### config.mk
export PLATFORM = sky130hd
export DESIGN_NAME = regfile_wb_arbiter_flat
export DESIGN_NICKNAME = d
export VERILOG_FILES = /design/src/rtl/regfile_wb_arbiter_if.sv /design/src/rtl/regfile_wb_arbiter.sv /design/src/flat_wrapper.sv
export SDC_FILE = /design/constraint.sdc
export NUM_CORES = 1
export LEC_CHECK = 0
export ABC_AREA = 0
export ABC_CLOCK_PERIOD_IN_PS = 6600
export CORE_MARGIN = 3
export CORE_UTILIZATION = 53
export CTS_CLUSTER_SIZE = 10
export DETAILED_ROUTE_END_ITERATION = 8
export PLACE_DENSITY = 0.85
export SYNTH_ARGS = -nofsm -noshare
export SYNTH_HDL_FRONTEND = slang
export SYNTH_SLANG_ARGS = --single-unit
### constraint.sdc
create_clock -name clk -period 6.6 [get_ports clk]
set_input_delay 1.32 -clock clk [delete_from_list [all_inputs] [get_ports clk]]
set_output_delay 1.32 -clock clk [all_outputs]
set_load 0.05 [all_outputs]
### src/rtl/regfile_wb_arbiter_if.sv
// ---------------------------------------------------------------------------
// regfile_wb_arbiter_if
// Bundles every bus signal between the write-back arbiter and its
// neighbours: the pipeline write-back, the cache-miss scoreboard
// updates, the refill valid/ready channel, the decode-stage operand
// lookup and the registered register-file write port.
//
// Signals
//   pipe_wr_en / pipe_waddr / pipe_wdata   pipeline write-back (no backpressure)
//   miss_issue / miss_rd                   load miss issued, marks miss_rd busy
//   fill_valid / fill_ready / fill_rd / fill_data   refill channel (valid/ready)
//   rs1 / rs2 / hazard_stall               decode operand lookup and stall
//   busy_mask                              registered scoreboard
//   reg_wr / waddr / wdata                 register-file write port (registered)
//
// Modports
//   master : the side producing results (pipeline, cache, decode)
//   slave  : the arbiter itself
// ---------------------------------------------------------------------------
interface regfile_wb_arbiter_if #(
  parameter int XLEN = 32
);

  logic            pipe_wr_en;
  logic [4:0]      pipe_waddr;
  logic [XLEN-1:0] pipe_wdata;

  logic            miss_issue;
  logic [4:0]      miss_rd;

  logic            fill_valid;
  logic            fill_ready;
  logic [4:0]      fill_rd;
  logic [XLEN-1:0] fill_data;

  logic [4:0]      rs1;
  logic [4:0]      rs2;
  logic            hazard_stall;
  logic [31:0]     busy_mask;

  logic            reg_wr;
  logic [4:0]      waddr;
  logic [XLEN-1:0] wdata;

  modport master (
    output pipe_wr_en, pipe_waddr, pipe_wdata,
    output miss_issue, miss_rd,
    output fill_valid, fill_rd, fill_data,
    output rs1, rs2,
    input  fill_ready, hazard_stall, busy_mask,
    input  reg_wr, waddr, wdata
  );

  modport slave (
    input  pipe_wr_en, pipe_waddr, pipe_wdata,
    input  miss_issue, miss_rd,
    input  fill_valid, fill_rd, fill_data,
    input  rs1, rs2,
    output fill_ready, hazard_stall, busy_mask,
    output reg_wr, waddr, wdata
  );

endinterface

### src/rtl/regfile_wb_arbiter.sv
// ---------------------------------------------------------------------------
// regfile_wb_arbiter
// Write-back arbiter in front of the 32x32 register file write port.
// Merges the in-order pipeline write-back (always wins) with late miss
// load data from the cache controller, which is buffered in a small
// circular FIFO and drained only in cycles without a pipeline write.
// Keeps a per-register busy scoreboard for outstanding miss loads and
// flags a decode stall while a source operand is still pending.
// The write port outputs are registered; the register file samples them
// on the following falling edge.
//
// Parameters
//   FIFO_DEPTH  refill buffer entries, power of two, >= 2
//   XLEN        data width
//
// Ports
//   clk    clock, all state changes on the rising edge
//   reset  asynchronous, active-low reset
//   bus    regfile_wb_arbiter_if.slave (see interface header)
// ---------------------------------------------------------------------------
module regfile_wb_arbiter #(
  parameter int FIFO_DEPTH = 2,
  parameter int XLEN       = 32
) (
  input logic                 clk,
  input logic                 reset,
  regfile_wb_arbiter_if.slave bus
);

  localparam int AW = $clog2(FIFO_DEPTH);
  localparam int PW = AW + 1;

  // refill buffer
  logic [4:0]      fifo_rd   [FIFO_DEPTH];
  logic [XLEN-1:0] fifo_data [FIFO_DEPTH];
  logic [PW-1:0]   wr_ptr;
  logic [PW-1:0]   rd_ptr;
  logic            full;
  logic            empty;
  logic            push;
  logic            pop;
  logic [4:0]      head_rd;
  logic [XLEN-1:0] head_data;

  // scoreboard
  logic [31:0]     busy_q;
  logic [31:0]     busy_d;
  logic [31:0]     set_mask;
  logic [31:0]     clr_mask;

  // register-file write port
  logic            reg_wr_q;
  logic            reg_wr_d;
  logic [4:0]      waddr_q;
  logic [4:0]      waddr_d;
  logic [XLEN-1:0] wdata_q;
  logic [XLEN-1:0] wdata_d;

  // Pointers carry one extra wrap bit: equal means empty, differing only
  // in the wrap bit means full.
  assign empty = (wr_ptr == rd_ptr);
  assign full  = (wr_ptr[AW] != rd_ptr[AW]) &&
                 (wr_ptr[AW-1:0] == rd_ptr[AW-1:0]);

  // A fill is only ever stored here; it reaches the register file at the
  // earliest one edge after acceptance, never in its accept cycle.
  assign push = bus.fill_valid && !full;
  assign pop  = !bus.pipe_wr_en && !empty;

  assign head_rd   = fifo_rd[rd_ptr[AW-1:0]];
  assign head_data = fifo_data[rd_ptr[AW-1:0]];

  always_ff @(posedge clk) begin
    if (push) begin
      fifo_rd[wr_ptr[AW-1:0]]   <= bus.fill_rd;
      fifo_data[wr_ptr[AW-1:0]] <= bus.fill_data;
    end
  end

  always_ff @(posedge clk or negedge reset) begin
    if (!reset) begin
      wr_ptr <= '0;
      rd_ptr <= '0;
    end else begin
      if (push) begin
        wr_ptr <= wr_ptr + PW'(1);
      end
      if (pop) begin
        rd_ptr <= rd_ptr + PW'(1);
      end
    end
  end

  // Set is applied after clear so a new miss to the register whose fill
  // is draining on the same edge keeps it busy.
  always_comb begin
    set_mask = '0;
    clr_mask = '0;
    if (pop) begin
      clr_mask[head_rd] = 1'b1;
    end
    if (bus.miss_issue) begin
      set_mask[bus.miss_rd] = 1'b1;
    end
    busy_d    = (busy_q & ~clr_mask) | set_mask;
    busy_d[0] = 1'b0;
  end

  always_ff @(posedge clk or negedge reset) begin
    if (!reset) begin
      busy_q <= '0;
    end else begin
      busy_q <= busy_d;
    end
  end

  // Pipeline has fixed priority; the FIFO head goes out only when the
  // pipeline is idle. Address/data hold when nothing is written, and
  // x0 writes are suppressed through the enable only.
  always_comb begin
    reg_wr_d = 1'b0;
    waddr_d  = waddr_q;
    wdata_d  = wdata_q;
    if (bus.pipe_wr_en) begin
      reg_wr_d = (bus.pipe_waddr != 5'd0);
      waddr_d  = bus.pipe_waddr;
      wdata_d  = bus.pipe_wdata;
    end else if (!empty) begin
      reg_wr_d = (head_rd != 5'd0);
      waddr_d  = head_rd;
      wdata_d  = head_data;
    end
  end

  always_ff @(posedge clk or negedge reset) begin
    if (!reset) begin
      reg_wr_q <= 1'b0;
      waddr_q  <= '0;
      wdata_q  <= '0;
    end else begin
      reg_wr_q <= reg_wr_d;
      waddr_q  <= waddr_d;
      wdata_q  <= wdata_d;
    end
  end

  assign bus.fill_ready = !full;
  assign bus.busy_mask  = busy_q;
  assign bus.reg_wr     = reg_wr_q;
  assign bus.waddr      = waddr_q;
  assign bus.wdata      = wdata_q;

  // Looks only at the registered scoreboard, so there is no path from
  // the fill inputs to the stall.
  assign bus.hazard_stall = ((bus.rs1 != 5'd0) && busy_q[bus.rs1]) ||
                            ((bus.rs2 != 5'd0) && busy_q[bus.rs2]);

endmodule

### src/flat_wrapper.sv
// flat-port wrapper written by rule: the top's interface ports become plain ports
module regfile_wb_arbiter_flat 
#(
  parameter int FIFO_DEPTH = 2,
  parameter int XLEN       = 32
)
  (clk, reset, bus_pipe_wr_en, bus_pipe_waddr, bus_pipe_wdata, bus_miss_issue, bus_miss_rd, bus_fill_valid, bus_fill_rd, bus_fill_data, bus_rs1, bus_rs2, bus_fill_ready, bus_hazard_stall, bus_busy_mask, bus_reg_wr, bus_waddr, bus_wdata);
  regfile_wb_arbiter_if #(.XLEN(XLEN)) bus_i ();
  input logic clk;
  input logic reset;
  input wire logic [$bits(bus_i.pipe_wr_en)-1:0] bus_pipe_wr_en;
  input wire logic [$bits(bus_i.pipe_waddr)-1:0] bus_pipe_waddr;
  input wire logic [$bits(bus_i.pipe_wdata)-1:0] bus_pipe_wdata;
  input wire logic [$bits(bus_i.miss_issue)-1:0] bus_miss_issue;
  input wire logic [$bits(bus_i.miss_rd)-1:0] bus_miss_rd;
  input wire logic [$bits(bus_i.fill_valid)-1:0] bus_fill_valid;
  input wire logic [$bits(bus_i.fill_rd)-1:0] bus_fill_rd;
  input wire logic [$bits(bus_i.fill_data)-1:0] bus_fill_data;
  input wire logic [$bits(bus_i.rs1)-1:0] bus_rs1;
  input wire logic [$bits(bus_i.rs2)-1:0] bus_rs2;
  output wire logic [$bits(bus_i.fill_ready)-1:0] bus_fill_ready;
  output wire logic [$bits(bus_i.hazard_stall)-1:0] bus_hazard_stall;
  output wire logic [$bits(bus_i.busy_mask)-1:0] bus_busy_mask;
  output wire logic [$bits(bus_i.reg_wr)-1:0] bus_reg_wr;
  output wire logic [$bits(bus_i.waddr)-1:0] bus_waddr;
  output wire logic [$bits(bus_i.wdata)-1:0] bus_wdata;
  assign bus_i.pipe_wr_en = bus_pipe_wr_en;
  assign bus_i.pipe_waddr = bus_pipe_waddr;
  assign bus_i.pipe_wdata = bus_pipe_wdata;
  assign bus_i.miss_issue = bus_miss_issue;
  assign bus_i.miss_rd = bus_miss_rd;
  assign bus_i.fill_valid = bus_fill_valid;
  assign bus_i.fill_rd = bus_fill_rd;
  assign bus_i.fill_data = bus_fill_data;
  assign bus_i.rs1 = bus_rs1;
  assign bus_i.rs2 = bus_rs2;
  assign bus_fill_ready = bus_i.fill_ready;
  assign bus_hazard_stall = bus_i.hazard_stall;
  assign bus_busy_mask = bus_i.busy_mask;
  assign bus_reg_wr = bus_i.reg_wr;
  assign bus_waddr = bus_i.waddr;
  assign bus_wdata = bus_i.wdata;
  regfile_wb_arbiter #(.FIFO_DEPTH(FIFO_DEPTH), .XLEN(XLEN)) u_core (.clk(clk), .reset(reset), .bus(bus_i));
endmodule
Word level (Yosys, flattened, before mapping). Memory sizes are Yosys's and may differ from the RTL's. Index checks and enable logic that the tools add are counted.

Register bits: 73. Latch bits: 0. Memory bits (writable): 74. Memory bits (read-only): 0. Input port bits: 94. Output and inout port bits: 72. Word-level logic and storage cells: 56. Memories: 2.

Add/subtract/negate cells: 2. $mul: 0. Div/mod/pow operators: 0. Order comparisons: 6. Equality and inequality tests: 4. Shifts and indexed selects: 0. Multiplexer cells: 18. Bitwise gates (word level): 3. Reductions and logical operators: 15.

Memories: u_core.fifo_data (words 2, width 32, read ports 1, clocked after Yosys merged registers in 0, write ports 1, RTL line regfile_wb_arbiter.sv:35) `logic [XLEN-1:0] fifo_data [FIFO_DEPTH];`; u_core.fifo_rd (words 2, width 5, read ports 1, clocked after Yosys merged registers in 0, write ports 1, RTL line regfile_wb_arbiter.sv:34) `logic [4:0] fifo_rd [FIFO_DEPTH];`.

Operator list (number): 32-bit 2-to-1 mux (4); 32-bit bitwise AND (1); 32-bit NOT (1); 32-bit OR (1); 5-bit by 6-bit less-than comparator with 1-bit output, second input constant (4); 5-bit nonzero test (4); 1-bit binary-select mux with 5-bit select (2); 1-bit demux with 5-bit select (2); 5-bit by 1-bit greater-or-equal comparator with 1-bit output, second input constant (2); 5-bit 2-to-1 mux (2); 1-bit 2-to-1 mux (8); 1-bit logical AND (7); 2-bit by 1-bit adder with 2-bit output, second input constant (2); 1-bit logical NOT (3); 2-bit == test (1); 2-bit inequality test, second input constant (1); 1-bit == test (1); 1-bit logical OR (1); 1-bit inequality test (1).

Longest topological paths before layout. Gate-level depths: netlist of run 1. An unclocked memory read counts as a cell.

Depth after elaboration: 9. Gate-level depth with buffers: 8. Mapped depth without buffers: 5.

Least setup slack after synthesis of run 1. Ideal clock, no wire load.

Path kind: input to output. Start: in bus_rs2[0]. End: out bus_hazard_stall. Data arrival time: 2.794 ns. Setup slack: 2.486 ns. Stages on the path: 4. Buffers on the path: 1. Path through: buf_4 -> mux4_2 -> o311ai_0 -> nand4_1.

Longest elaborated chain between the ends: 4. Elaborated cells between the ends (all ways): 5. Those cells by class: mux: 2; reduce/logical: 3.

Ends and longest elaborated chain: from (decl) (RTL line flat_wrapper.sv:20) `input wire logic [$bits(bus_i.rs2)-1:0] bus_rs2;`; 1-bit binary-select mux with 5-bit select (RTL line regfile_wb_arbiter.sv:156) `((bus.rs2 != 5'd0) && busy_q[bus.rs2]);`; 1-bit 2-to-1 mux (implied by the code) (RTL line regfile_wb_arbiter.sv:156); 1-bit logical AND (*) (RTL line regfile_wb_arbiter.sv:156); 1-bit logical OR (*) (RTL line regfile_wb_arbiter.sv:155) `assign bus.hazard_stall = ((bus.rs1 != 5'd0) && busy_q[bus.rs1]) ||`; to (decl) (RTL line flat_wrapper.sv:22) `output wire logic [$bits(bus_i.hazard_stall)-1:0] bus_hazard_stall;`.

Mark *: on every way between the ends. The rest lies on a longest branch, timed or not. The select of a mux whose other input is x is not followed.

Worst setup path in the final report of run 1. Ends and elaborated chain as after synthesis.

==> metrics.md, run 1 <==
| Metric | Value |
|---|---|
| Post-synth EDFFs | `74` |
| Crit-path max FO | `9` |
| Drt pass-1 iters | `7` |
| Remaining DRCs | `0` |
| Cell Area, Placed | `8100 um^2` |
| N_diodes | `0` |
| CTS tree | `done` |
| RSZ-0062 raised after global routing | `false` |
| CTS buffer count | `17` |
| Final TNS setup | `0 ns` |
| Final min period | `5.218 ns` |
| Post-CTS Setup Inserts | `0` |
| Post-Route WL | `17880 um` |
| Critical Path Sink | `bus_hazard_stall` |
| Routed vias | `4953` |
| Met3 Use GR | `under 10%` |
| Port Buffer Count | `164` |
| Clock Pin Slew Worst Setup and Hold Paths | `0.06 ns` |
| Met2 usage | `about 45%` |
| Critical path data arrival time | `3.90 ns` |
| Grt peak-use layer | `met2` |
| Multi-input gate area | `2188 um^2` |
| Final GP Congestion | `roughly 0.94` |
| Switch Pwr | `2.152 mW` |
| Status | `finished clean` |
| Sequential share of power | `32.9%` |
| CTS sink cnt | `between 100 and 150` |
| Synth top area share | `34.66%` |
| Maximum vdd drop | `0.3560 mV` |
| Die width | `116.0 um` |
| Resized Gates After CTS | `0` |
| Setup crit start | `bus_rs2[0]` |
| Area Overhead vs Synth | `36.87%` |
| Synth top area cells | `edfxtp_1, dfrtp_1, mux2i_1` |
| Root buffer cell | `clkbuf_16` |
| Final Total Pwr | `between 5 and 6 mW` |
| Register bit total from synthesis | `147` |
| Overflow after GRT | `0` |
| Largest net degree at the start of global routing | `74` |
| Worst-Margin Slew | `1.115 ns` |
| DR iter-0 viols | `542` |
| Overall Global Routing Usage | `27.33%` |
| Final Hold Viols | `0` |
| Post-synthesis cell area | `6411 um^2` |
| Post-synthesis sequential area ratio | `63.15%` |
| Commonest non-fill, non-tap cell in the layout | `clkdlybuf4s50_1` |
| Initial antenna violation count | `0` |
| Clock Skew | `0.009196 ns` |
| Area of the core | `11610 um^2` |
| Synth unique cells | `45` |
| Reg2Reg Depth | `4` |
| Combinational share of power | `45.3%` |
| Via density | `~6.0` |
| Syn nets | `602` |
| R2R Path End | `u_core.fifo_data[0][13]` |
| Hpwl dp | `between 10000 and 15000 um` |
| Reg2reg start | `u_core.wr_ptr[1]` |
| Worst-case clock buffer depth | `2` |
| Worst hold start | `u_core.bus.wdata[5]` |
| Relative slew slack | `25.52%` |
| Worst hold slack | `0.4862 ns` |
| Mapped Cells | `508` |
| H-tree depth | `4` |
| Final Cycle Share | `79.07%` |
| Area leader, netlist | `edfxtp_1` |
| Lkg Pwr | `3.318 nW` |
| Flip-flop and latch area | `4050 um^2` |
| Vias in the first global route | `roughly 5200` |
| Yosys warns | `0` |
| Hold buffers post-CTS | `0` |
| Final setup viols | `0` |
| MaxCap Viol Count | `0` |
| Antenna-violating nets left | `0` |
| Async set-reset flop share out of synthesis | `49.66%` |
| Initial Utilization | `55.20%` |
| Nets | `around 760` |
| Internal | `2.850 mW` |
| Die Y | `about 120 um` |
| M1 GR Usage | `33.22%` |
| Worst-Skew Late Latency | `0.42 ns` |
| # rows | `39` |
| Hold Crit Class | `reg2reg` |
| Slew Viols, Final | `0` |
| Max Fclk | `0.1916 GHz` |
| Wire length per cell | `21.68 um` |
| Commonest cells after routing, fill and taps aside | `clkdlybuf4s50_1, edfxtp_1, dfrtp_1, o21ai_0, nand2_1` |
| Clock power frac | `21.8%` |
| Setup crit end kind | `primary output` |
| R2R setup slack | `4.18 ns` |
| Die area | `13450 um^2` |
| Cell Pwr Density | `570.1 nW/um^2` |
| Io pins | `166` |
| CP startpoint kind | `input pin` |
| Global-route wire length before repair | `27520 um` |
| Switch share | `between 40% and 50%` |
| # fillers | `a little over 700` |
| Main synth FF type | `edfxtp_1` |
| Ratio of cells with drive above 1 in the final layout | `10.12%` |
| Worst Path Required | `5.28 ns` |
| Synthesized area per cell | `12.62 um^2` |
| Design area | `8775 um^2` |
| Crit Path Category | `in2out` |
[final cells by class]
cell class	count	share of cell area, %
timing repair buffer	167	18.88
clock buffer	20	5.091
multi-input combinational	329	24.94
clock inverter	12	2.595
sequential	147	46.16
tap	143	2.039
inverter	7	0.2994
[power groups by stage]
stage / clock network, mW / logic, mW / registers, mW
6_report: 1.09 / 2.27 / 1.64
3_5_place_dp: 0 / 2.25 / 1.64
2_1_floorplan: 0 / 0.814 / 2.28
4_1_cts: 1.09 / 2.27 / 1.63
3_3_place_gp: 0 / 2.20 / 1.62
5_1_grt: 1.14 / 2.39 / 1.68
[sequential cells by signal, indices dropped and copies added, names as in the netlist]
name,cells
u_core.fifo_data,64
u_core.bus.wdata,32
u_core.bus.busy_mask,31
u_core.fifo_rd,10
u_core.bus.waddr,5
u_core.rd_ptr,2
u_core.wr_ptr,2
u_core.bus.reg_wr,1
[stage by stage]
stage / setup slack [ns] / std cells / util [%]
after floorplan: 2.486 / 508 / -
after global routing: 1.277 / 825 / 75.55
after CTS: 1.391 / 825 / 75.55
after global placement: 1.406 / 793 / 69.75
after detailed placement: 1.397 / 793 / 69.75
final: 1.382 / 825 / 75.55
[layer usage]
| layer | routed length [um] | up-vias |
|---|---|---|
| met2 | 8849 | 297 |
| met5 | 0 | - |
| met4 | 645 | 0 |
| met3 | 1754 | 66 |
| met1 | 6633 | 2382 |
| li1 | - | 2208 |
[worst min path at each step]
stage | slack, ns | to | depth (start not counted)
6_report | 0.49 | u_core.bus.wdata[5] | 2
5_1_grt | 0.52 | u_core.bus.wdata[30] | 2
4_1_cts | 0.49 | u_core.bus.wdata[31] | 2
3_5_place_dp | 0.47 | u_core.bus.wdata[26] | 2
3_3_place_gp | 0.46 | u_core.bus.wdata[25] | 2
2_1_floorplan | 0.46 | u_core.wr_ptr[1] | 1
[cell usage after synthesis (all sizes together) (6+ instances only)]
cell type,count
nand2,55
buf,15
mux2i,38
a21oi,34
dfrtp,73
mux4,14
nor2,42
o21ai,96
mux2,6
inv,7
edfxtp,74
clkbuf,10
[logic make-up after synthesis]
kind of cell,Yosys count,share of synthesized area (%)
DFF,147,63.15
AOI/OAI and AO/OA,142,12.04
and+or+nand+nor,122,8.997
muxes,58,11.96
buffers and inverters,32,2.849
xor gates and xnor gates,6,0.9370
other,1,0.05849
[worst max-delay path: stages]
cell and delay (ns):
clkdlybuf4s50_1 0.80, mux4_2 0.57, o311ai_0 0.35, nand4_1 0.13
clkdlybuf4s50_1 0.73
No activity file was read; power rests on OpenSTA's default activity.
==> run 2, diff against run 1 <==
Settings changed: ABC_CLOCK_PERIOD_IN_PS 6600 to 4600, CORE_UTILIZATION 53 to 44, PLACE_DENSITY 0.85 to 0.75.
Clock period 6.6 ns to 4.6 ns, I/O delays scaled along.
==> metrics.md, run 2 (synthesis gave the netlist of run 1 again) <==
| Metric | Value |
|---|---|
| Status | `finished clean` |
| Ratio of cells with drive above 1 in the final layout | `10.26%` |
| Clock Pin Slew Worst Setup and Hold Paths | `0.06 ns` |
| Hpwl dp | `11740 um` |
| Critical Path Most Common Cell | `nand4_1` |
| Design area | `8747 um^2` |
| Worst Path Required | `3.68 ns` |
| Max FFs per register | `64` |
| Lkg Pwr | `3.276 nW` |
| Final Util | `62.29%` |
| RSZ-0062 raised after global routing | `false` |
| Final setup viols | `0` |
| CP startpoint kind | `input pin` |
| Switch share | `43.30%` |
| Remaining DRCs | `0` |
| Flip-flop and latch area | `4050 um^2` |
| Final GP Congestion | `0.8878` |
| CTS buffer count | `17` |
| Post-Route WL | `16750 um` |
| Reg2reg start | `u_core.wr_ptr[1]` |
| Crit path max-delay family | `buffers and inverters` |
| Critical path data arrival time | `2.97 ns` |
| Combinational share of power | `about 46%` |
| Sequential share of power | `between 30% and 40%` |
| Resized Gates After CTS | `0` |
| Die Y | `126.7 um` |
| Crit-path max FO | `9` |
| Largest net degree at the start of global routing | `74` |
| Area Overhead vs Synth | `36.44%` |
| CTS tree | `done` |
| N_diodes | `0` |
| Commonest non-fill, non-tap cell in the layout | `clkdlybuf4s50_1` |
| Area of the core | `14040 um^2` |
| Drt pass-1 iters | `6` |
| DR iter-0 viols | `582` |
| H-tree depth | `4` |
| Routed vias | `4844` |
| Io pins | `166` |
| Worst path cell trace | `clkdlybuf4s50_1, mux4_2, nand4b_1, nand4_1, nor2_1, nand4_1, buf_4` |
| Initial Utilization | `45.66%` |
| Multi-input gate area | `roughly 2200 um^2` |
| Final min period | `3.894 ns` |
| Overall Global Routing Usage | `21.65%` |
| Internal | `3.917 mW` |
| Commonest cells after routing, fill and taps aside | `clkdlybuf4s50_1, edfxtp_1, dfrtp_1, o21ai_0, nand2_1` |
| Maximum vdd drop | `about 0.5 mV` |
| Clock power frac | `around a fifth` |
| Global-route wire length before repair | `roughly 27000 um` |
| Cell Pwr Density | `789.7 nW/um^2` |
| # rows | `43` |
| Wire length per cell | `19.44 um` |
| MaxCap Viol Count | `0` |
| Slew Viols, Final | `0` |
| Final TNS setup | `0 ns` |
| Final Cycle Share | `84.66%` |
| Die width | `126.7 um` |
| CP max stage delay | `0.79 ns` |
| Initial antenna violation count | `1` |
| # fillers | `1097` |
| Crit Path Category | `in2out` |
| Relative slew slack | `27.39%` |
| Port Buffer Count | `164` |
| Vias in the first global route | `slightly above 5000` |
| Antenna-violating nets left | `0` |
| Final Hold Viols | `0` |
| Worst hold slack | `roughly 0.48 ns` |
| Via density | `around 5.6` |
| Cell Area, Placed | `8144 um^2` |
| Worst-Margin Slew | `around 1.1 ns` |
| Root buffer cell | `clkbuf_16` |
| Final Total Pwr | `roughly 6.9 mW` |
| Setup crit start | `bus_rs1[0]` |
| Worst-case clock buffer depth | `2` |
| Critical Path Slowest Stage Cell | `clkdlybuf4s50_1` |
| Max Fclk | `about 0.26 GHz` |
| Nets | `763` |
| Die area | `roughly 16000 um^2` |
| Setup crit end kind | `primary output` |
| Crit path buf inv count | `2` |
| Clock Skew | `0.009157 ns` |
| Hold Crit Class | `reg2reg` |
| Switch Pwr | `2.991 mW` |
| Worst-Skew Late Latency | `0.42 ns` |
| CTS sink cnt | `147` |
| Overflow after GRT | `0` |
| Worst hold start | `u_core.bus.wdata[24]` |
| Post-CTS Setup Inserts | `0` |
| Hold buffers post-CTS | `0` |
run 2: worst reg2reg max path: cells and delay by family, from the launching register on:
kind,cells,cell delay (ns)
and+or+nand+nor,3,1.17
DFF,1,0.40
xor gates and xnor gates,1,0.41
run 2: per-layer routing:
metal | global-route usage, % | wire, um
met1 | 27.47 | 6581
met2 | 34.56 | 8214
met3 | 7.958 | 1622
met4 | 7.382 | 322
met5 | 0 | 13
run 2: final cells by class:
type                       instances  area share, %
sequential                       147          46.30
clock inverter                    13          1.831
inverter                           7         0.3004
clock buffer                      19          5.064
tap                              180          2.575
timing repair buffer             167          18.91
multi-input combinational        329          25.02
run 2: through the flow:
step	cells	setup slack [ns]
2_1_floorplan	508	1.148
3_3_place_gp	830	0.7047
3_5_place_dp	830	0.7180
4_1_cts	862	0.7134
5_1_grt	862	0.5197
6_report	862	0.7057
run 2: path summary, 6_finish.rpt:
path | slack (ns) | to | depth (start not counted)
max | 0.71 | bus_hazard_stall | 7
min | 0.48 | u_core.bus.wdata[24] | 2
max reg2reg | 2.21 | u_core.fifo_rd[0][3] | 4
min reg2reg | 0.48 | u_core.bus.wdata[24] | 2
max in group asynchronous | 3.29 | u_core.rd_ptr[0] | 1
min in group asynchronous | 0.66 | u_core.bus.busy_mask[18] | 1
run 2: power groups by stage:
stage / Sequential, mW / Clock, mW / Combinational (mW)
6_report: 2.31 / 1.39 / 3.21
5_1_grt: 2.38 / 1.48 / 3.41
4_1_cts: 2.31 / 1.41 / 3.24
3_5_place_dp: 2.32 / 0 / 3.22
3_3_place_gp: 2.30 / 0 / 3.17
2_1_floorplan: 3.28 / 0 / 1.17
